--- src/rtl/au_sign_denorm_if.sv ---
// Request/result handshake bundle for the iterative sign-filling right shifter.
// The master side issues operands and accepts results; the slave side is the shifter.
interface au_sign_denorm_if #(
   parameter int WIDTH = 8,
   parameter int SW    = 3
);
   logic             in_valid;
   logic             in_ready;
   logic [WIDTH-1:0] a;
   logic [SW-1:0]    sh;
   logic             out_valid;
   logic             out_ready;
   logic [WIDTH-1:0] z;
   logic             sticky;

   modport master (
      output in_valid, a, sh, out_ready,
      input  in_ready, out_valid, z, sticky
   );

   modport slave (
      input  in_valid, a, sh, out_ready,
      output in_ready, out_valid, z, sticky
   );
endinterface

--- src/rtl/au_sign_denorm.sv ---
// Iterative arithmetic right shifter with sticky collection: one binary stage of the
// shift amount per cycle, sign-filled, fixed SW-cycle latency between handshakes.
module au_sign_denorm #(
   parameter int WIDTH = 8,
   parameter int SW    = 3
) (
   input  logic                 clk,
   input  logic                 rst_n,
   au_sign_denorm_if.slave      bus
);
   localparam int KW = (SW > 1) ? $clog2(SW) : 1;

   typedef enum logic [1:0] {IDLE, SHIFT, DONE} state_t;

   state_t                  r_state;
   logic signed [WIDTH-1:0] r_data;
   logic [SW-1:0]           r_cnt;
   logic [KW-1:0]           r_k;
   logic                    r_stk;
   logic                    r_in_ready;
   logic                    r_out_valid;

   logic                    w_bit;
   logic signed [WIDTH-1:0] w_data_nxt;
   logic                    w_stk_nxt;

   // A stage whose distance reaches the full word flushes everything to sign fill.
   function automatic logic big_stage(input int unsigned k);
      return (k >= 31) || ((32'd1 << k) >= unsigned'(WIDTH));
   endfunction

   function automatic logic signed [WIDTH-1:0] shift_stage(
      input logic signed [WIDTH-1:0] d,
      input int unsigned             k
   );
      if (big_stage(k)) return {WIDTH{d[WIDTH-1]}};
      return d >>> (32'd1 << k);
   endfunction

   function automatic logic shifted_out(
      input logic signed [WIDTH-1:0] d,
      input int unsigned             k
   );
      logic s;
      s = 1'b0;
      for (int i = 0; i < WIDTH; i++) begin
         if (big_stage(k) || (unsigned'(i) < (32'd1 << k))) s = s | d[i];
      end
      return s;
   endfunction

   always_comb begin
      w_bit      = r_cnt[r_k];
      w_data_nxt = r_data;
      w_stk_nxt  = r_stk;
      if (w_bit) begin
         w_data_nxt = shift_stage(r_data, 32'(r_k));
         w_stk_nxt  = r_stk | shifted_out(r_data, 32'(r_k));
      end
   end

   always_ff @(posedge clk or negedge rst_n) begin
      if (!rst_n) begin
         r_state     <= IDLE;
         r_data      <= '0;
         r_cnt       <= '0;
         r_k         <= '0;
         r_stk       <= 1'b0;
         r_in_ready  <= 1'b1;
         r_out_valid <= 1'b0;
      end else begin
         case (r_state)
            IDLE: begin
               if (bus.in_valid) begin
                  r_data     <= bus.a;
                  r_cnt      <= bus.sh;
                  r_k        <= '0;
                  r_stk      <= 1'b0;
                  r_in_ready <= 1'b0;
                  r_state    <= SHIFT;
               end
            end
            // Every stage runs regardless of its cnt bit, giving a fixed latency.
            SHIFT: begin
               r_data <= w_data_nxt;
               r_stk  <= w_stk_nxt;
               if (r_k == KW'(SW - 1)) begin
                  r_state     <= DONE;
                  r_out_valid <= 1'b1;
               end else begin
                  r_k <= r_k + 1'b1;
               end
            end
            DONE: begin
               if (bus.out_ready) begin
                  r_out_valid <= 1'b0;
                  r_in_ready  <= 1'b1;
                  r_state     <= IDLE;
               end
            end
            default: begin
               r_state     <= IDLE;
               r_in_ready  <= 1'b1;
               r_out_valid <= 1'b0;
            end
         endcase
      end
   end

   assign bus.in_ready  = r_in_ready;
   assign bus.out_valid = r_out_valid;
   assign bus.z         = r_data;
   assign bus.sticky    = r_stk;
endmodule
--- src/flat_wrapper.sv ---
// flat-port wrapper written by rule: the top's interface ports become plain ports
module au_sign_denorm_flat 
#(
   parameter int WIDTH = 8,
   parameter int SW    = 3
)
  (clk, rst_n, bus_in_valid, bus_a, bus_sh, bus_out_ready, bus_in_ready, bus_out_valid, bus_z, bus_sticky);
  au_sign_denorm_if #(.WIDTH(WIDTH), .SW(SW)) bus_i ();
  input  logic clk;
  input  logic rst_n;
  input wire logic [$bits(bus_i.in_valid)-1:0] bus_in_valid;
  input wire logic [$bits(bus_i.a)-1:0] bus_a;
  input wire logic [$bits(bus_i.sh)-1:0] bus_sh;
  input wire logic [$bits(bus_i.out_ready)-1:0] bus_out_ready;
  output wire logic [$bits(bus_i.in_ready)-1:0] bus_in_ready;
  output wire logic [$bits(bus_i.out_valid)-1:0] bus_out_valid;
  output wire logic [$bits(bus_i.z)-1:0] bus_z;
  output wire logic [$bits(bus_i.sticky)-1:0] bus_sticky;
  assign bus_i.in_valid = bus_in_valid;
  assign bus_i.a = bus_a;
  assign bus_i.sh = bus_sh;
  assign bus_i.out_ready = bus_out_ready;
  assign bus_in_ready = bus_i.in_ready;
  assign bus_out_valid = bus_i.out_valid;
  assign bus_z = bus_i.z;
  assign bus_sticky = bus_i.sticky;
  au_sign_denorm #(.WIDTH(WIDTH), .SW(SW)) u_core (.clk(clk), .rst_n(rst_n), .bus(bus_i));
endmodule
--- config.mk ---
export PLATFORM = sky130hd
export DESIGN_NAME = au_sign_denorm_flat
export DESIGN_NICKNAME = d
export VERILOG_FILES = /design/src/rtl/au_sign_denorm_if.sv /design/src/rtl/au_sign_denorm.sv /design/src/flat_wrapper.sv
export SDC_FILE = /design/constraint.sdc
export NUM_CORES = 1
export LEC_CHECK = 0
export CORE_MARGIN = 2
export CORE_UTILIZATION = 45
export CTS_CLUSTER_DIAMETER = 200
export CTS_CLUSTER_SIZE = 28
export DETAILED_ROUTE_END_ITERATION = 10
export PLACE_DENSITY = 0.75
export SYNTH_ARGS = -nofsm -noshare
export SYNTH_HDL_FRONTEND = slang
export SYNTH_SLANG_ARGS = --single-unit
--- constraint.sdc ---
create_clock -name clk -period 2 [get_ports clk]
set_clock_uncertainty 0.05 [all_clocks]
set_input_delay 0.4 -clock clk [delete_from_list [all_inputs] [get_ports clk]]
set_output_delay 0.4 -clock clk [all_outputs]
set_load 0.02 [all_outputs]
# [Word-level counts from Yosys, hierarchy flattened]
# Cells that the tools add are included.
[word_totals] regBits=18 latch_bits=0 ram_bits=0 mem_bits_ro=0 inputBits=15 out_inout_bits=11 wordCells=97 n_memories=0
[op_classes] addsub=1 mul=0 n_div=0 order_cmp=10 n_eq_ne=9 n_shift=2 muxes=40 n_bitwise=10 n_reduce_logical=17
[ops] cell="less-than comparator 3 x 32 -> 1 bit, first input constant" count=4
[ops] cell="less-than comparator 1 x 32 -> 1 bit, first input constant" count=2
[ops] cell="less-than comparator 2 x 32 -> 1 bit, first input constant" count=2
[ops] cell=">= comparator 32 x 4 -> 1 bit, second input constant" count=1
[ops] cell="left shift 1 x 2 -> 32 bit, first input constant" count=1
[ops] cell=">>> shifter 8 x 32 -> 8 bit" count=1
[ops] cell="2-to-1 mux 1 bit" count=24
[ops] cell="2-to-1 mux 8 bit" count=3
[ops] cell="one-hot mux 8 bit (2 select lines)" count=1
[ops] cell="AND reduction 3 bit" count=5
[ops] cell="2-to-1 mux 2 bit" count=5
[ops] cell="logical OR 1 bit" count=8
[ops] cell="bitwise OR 1 bit" count=8
[ops] cell="2-to-1 mux 7 bit" count=1
[ops] cell="inequality test 2 bit, second input constant" count=3
[ops] cell="one-hot mux 1 bit (3 select lines)" count=2
[ops] cell="one-hot mux 2 bit (3 select lines)" count=1
[ops] cell="== test 2 bit, second input constant" count=2
[ops] cell="inequality test 2 x 1 -> 1 bit, second input constant" count=2
[ops] cell="one-hot mux 2 bit (2 select lines)" count=1
[ops] cell="AND reduction 4 bit" count=1
[ops] cell="less-than comparator 2 x 3 -> 1 bit, second input constant" count=1
[ops] cell="inequality test 3 bit, second input constant" count=1
[ops] cell="adder 2 x 1 -> 2 bit, second input constant" count=1
[ops] cell="other kinds (7)" count=8

# [Logic depth before layout (Yosys ltp)]
[logic_depth] word_depth=29 mapped_depth=8 ltp_nobuf=7

# [Least setup slack after synthesis]
# Ideal clock, no wire load.
[synth_timing] path_type="reg2reg" from="register u_core.r_k[0]" to="register u_core.r_data[0] (netlist: u_core.bus.z[0])" setup_time_ns=0.128 arrival_time_ns=1.751 t_required_ns=1.822 path_slack_ns=0.072 stages_incl_launch_ff=8 path_buffers=1 period_less_slack_ns=1.928 cell_sequence="dfrtp_1 > inv_1 > ha_1 > buf_6 > nor3_2 > nand2_1 > a21oi_2 > mux2_1"
[synth_between] elab_chain_cells=7 word_cells_on_any_way=12 classes_between="order compare (1); eq/ne (1); shift (2); mux (7); reduce/logical (1)"
[synth_lines] element="from (decl)" line="au_sign_denorm.sv:18" rtl="logic [KW-1:0] r_k;"
[synth_lines] element="from (signal assigned)" line="au_sign_denorm.sv:91" rtl="r_k <= r_k + 1'b1;"
[synth_lines] element="left shift 1 x 2 -> 32 bit" line="au_sign_denorm.sv:29, au_sign_denorm.sv:37"
[synth_lines] element=">= comparator 32 x 4 -> 1 bit" line="au_sign_denorm.sv:29" rtl="return (k >= 31) || ((32'd1 << k) >= unsigned'(WIDTH));"
[synth_lines] element="2-to-1 mux 1 bit" line="au_sign_denorm.sv:36" rtl="if (big_stage(k)) return {WIDTH{d[WIDTH-1]}};"
[synth_lines] element="2-to-1 mux 1 bit" line="au_sign_denorm.sv:56" rtl="if (w_bit) begin"
[synth_lines] element="2-to-1 mux 8 bit" line="au_sign_denorm.sv:37" rtl="return d >>> (32'd1 << k);"
[synth_lines] element="2-to-1 mux 8 bit" line="au_sign_denorm.sv:56"
[synth_lines] element="one-hot mux 8 bit (2 select lines)" line="au_sign_denorm.sv:72" rtl="case (r_state)"
[synth_lines] element="to (signal assigned)" line="au_sign_denorm.sv:75" rtl="r_data <= bus.a;"
[synth_lines] element="to (signal assigned)" line="au_sign_denorm.sv:85" rtl="r_data <= w_data_nxt;"
[synth_lines] element="to (decl)" line="au_sign_denorm.sv:16" rtl="logic signed [WIDTH-1:0] r_data;"
# Parallel ways exist; a longest one is shown, timed or not. The select of a mux whose other input is x is not followed.
# A chain may end at the register's enable or synchronous reset.

# [Worst setup path after layout]
[layout_timing] from="register u_core.r_k[1]" to="register u_core.r_data[0] (netlist: u_core.bus.z[0])"
# Same word-level chain as after synthesis.

==> impl_metrics.toml <==
[outcome]
status = "complete, no violations"

[detailed_routing]
viasPerCell = 5.90
routedWlPerCell_um = 15.6
ant_nets = 0
dr.pass1.iters = 4
vias = 1127
wirelength_mm = 2.99
drtIter0Drc = 38
drc = 0

[synth]
synth_adder_area_share_pct = 5.26
synth_xor_area_share_pct = 0
syn_inst = 121
yosysWarnings = 0
synth.most_common_cell = "dfrtp_1"
syn_area_um2 = 1190
synth_top_area_cell = "dfrtp_1"
ys_seq_elements = 18
syn_nets = 141
synth-compound-area-share_pct = 26.3
yosysTopAreaCellShare_pct = 35.8
synthMuxAreaShare_pct = 13.7
ys_top_cells_by_count = "dfrtp_1, a21oi_1, nand2_1, nor2_1, mux2_2"
synth-simple-area-share_pct = 11.3
synth_cell_types = 38
synth_top_family_by_area = "compound AO/OA/AOI/OAI gates"
seq_area_frac_synth_pct = 38.0
synth_flop_cell = "dfrtp_1"
postSynthAreaPerCell_um2 = 9.82
yosys-top-cells-area = "dfrtp_1, mux2_2, ha_1"
synth-edff-count = 0
async_flop_share_pct = 100

[cts]
numCtsBuffers = 3
insertion_delay_ns = 0.29
cts.sinks = 18
cts_root_buf = "clkbuf_4"
htree_levels = 1
clk_path_buf_depth = 2
path_clk_slew_ns = 0.11
cts_tree = "built"
cts_hold_buffers = 0

[setup_path]
r2r_slack_ns = 0.05
r2r_end = "u_core.bus.z[0]"
critPathArrivalTime_ns = 2.08
required_ns = 2.13
critical_path_class = "register to register"
start_kind = "register"
path_max_fanout = 5
r2r_start = "u_core.r_k[1]"
worstRegToRegCells = 7
critPathCaptureType = "register"

[global_route]
track_usage_pct = 20.3
busiest_layer = "met2"
grtUsageMet1_pct = 25.7
grt_max_degree = 12
antenna_found_initial = 0
global_route.usage.met2_pct = 35.0
use_met3_pct = 3.51
grt_pass1_wl_mm = 4.97
grt_pass1_vias = 1114
grt.overflow.total = 0

[power_and_ir_drop]
p_per_area_nw_per_um2 = 1970
intPower_w = 0.00175
pwr-share-comb_pct = 69.9
switching_share_pct = 45.7
clkPwrFrac_pct = 5.9
power_switching_w = 0.00147
p_leak_nw = 0.680
p_seq_share_pct = 24.2
ir_drop_mv = 1.19

[floorplanning]
rows = 18
num_io_pins = 26
start_util_pct = 47.5
dieArea_um2 = 3070
die_x_um = 55.4
coreArea_um2 = 2500
die_y_um = 55.4

[flow_run]
maxCapViolCount = 0

[placed_design]
dp_slack_ns = -0.0425
gp_congestion = 0.911
placedCellCount = 186
dpl.hpwl_mm = 2.24
port_buffers = 25

[sta]
finalCritPeriodShare_pct = 97.3
timing.fmax_mhz = 514
max_slew.worst_pin.slew_ns = 0.508
finalHoldViolations = 0
fin_crit_ns = 1.95
rsz0062_at_grt = "yes"
setup_viol = 0
max-slew-margin-rel_pct = 66.0
layout_setup_ws_ns = 0.0537
slew_violations = 0

[cells_and_area]
fin_nets = 182
nFillCells = 201
area_growth_pct = 37.7
stdcell_count = 191
drive_above_1_share_pct = 26.7
final_util_pct = 65.5
diodes = 0

[worst_hold_path]
hp-class = "primary input to asynchronous set/reset pin"
==> logic make-up (layout without fill, tap and decap cells) <==
family / Yosys count / after routing
buffers and inverters: 11 / 51
flip-flops: 18 / 18
multiplexers: 15 / 15
AND/OR/NAND/NOR: 29 / 29
adder cells (fa/ha/maj): 5 / 5
AO/OA/AOI/OAI: 43 / 43
==> worst max-delay path, cell delays in order, from the launching register on <==
cell	delay, ns
dfrtp_1	0.40
buf_4	0.16
ha_1	0.20
buf_4	0.17
nor3_4	0.18
nand2_1	0.10
a21oi_2	0.23
mux2_1	0.34
==> flip-flops by register name, summed over array words and instances (netlist names) <==
signal and flops:
u_core.bus.sticky 1, u_core.r_cnt 3, u_core.bus.z 8, u_core.r_state 2
u_core.bus.out_valid 1, u_core.r_k 2, u_core.bus.in_ready 1
==> area by class of cell <==
cell class                 count  area [um2]  share of cell area (%)
multi-input combinational     92         719                    44.0
timing repair buffer          41         378                    23.1
clock buffer                   4        26.3                    1.61
sequential                    18         453                    27.7
inverter                       6        22.5                    1.38
tap                           30        37.5                    2.29
==> metrics by stage <==
step	cell area (um2)	power [W]	hold slack, ns	TNS (ns)
2_1_floorplan	1190	0.00211	0.0544	0
3_3_place_gp	1550	0.00275	0.433	0
3_5_place_dp	1550	0.00281	0.446	-0.0968
4_1_cts	1580	0.00304	0.398	-0.00228
5_1_grt	1640	0.00346	0.401	0
6_report	1640	0.00322	0.387	0
==> metal layers <==
layer,vias to the layer above,part of all wire [%]
met1,550,42
met3,4,6.2
met4,0,0.84
met5,-,0
met2,44,51
li1,529,-
==> how the worst max path moves through the flow <==
stage                   from                 to  cells past startpoint
2_1_floorplan  u_core.r_k[0]    u_core.bus.z[0]                      7
3_3_place_gp   u_core.r_k[1]    u_core.bus.z[1]                      8
3_5_place_dp   u_core.r_k[1]    u_core.bus.z[1]                      8
4_1_cts        u_core.r_k[0]    u_core.bus.z[0]                      8
5_1_grt        u_core.r_k[1]  u_core.bus.sticky                      7
6_report       u_core.r_k[1]    u_core.bus.z[0]                      7
==> timing repair <==
| item | 4_1_cts | 5_1_grt |
|---|---|---|
| buffers inserted | 0 | 1 |
| pin swaps | 1 | 2 |
| hold endpoints to repair | 0 | 0 |
| resized for setup | 2 | 13 |
| endpoints found under the setup margin | 3 | 4 |
| cloned | 0 | 0 |
==> power groups by stage <==
stage	clock network (W)	registers [W]	logic (W)
after detailed placement	0	0.000768	0.00204
after floorplan	0	0.000865	0.00124
after global routing	0.000219	0.000813	0.00242
after CTS	0.000198	0.000766	0.00207
after global placement	0	0.000760	0.00199
final	0.000191	0.000778	0.00225
==> cells in the final DEF, fill, tap and decap left out, types with 2 or more instances in the layout <==
cell type,netlist,layout
a21boi_0,2,2
inv_1,6,4
a22o_1,2,2
inv_2,0,2
mux2i_1,5,5
nand2_1,10,10
buf_4,0,14
a21oi_2,2,2
a211oi_1,2,2
a311oi_1,2,2
a21oi_1,12,12
clkdlybuf4s50_1,0,25
o21ai_0,7,6
ha_1,5,3
clkbuf_4,0,3
o2bb2ai_1,5,5
buf_6,3,2
nor2_1,10,10
mux2_2,8,8
dfrtp_1,17,16
No activity file was read; power rests on OpenSTA's default activity.
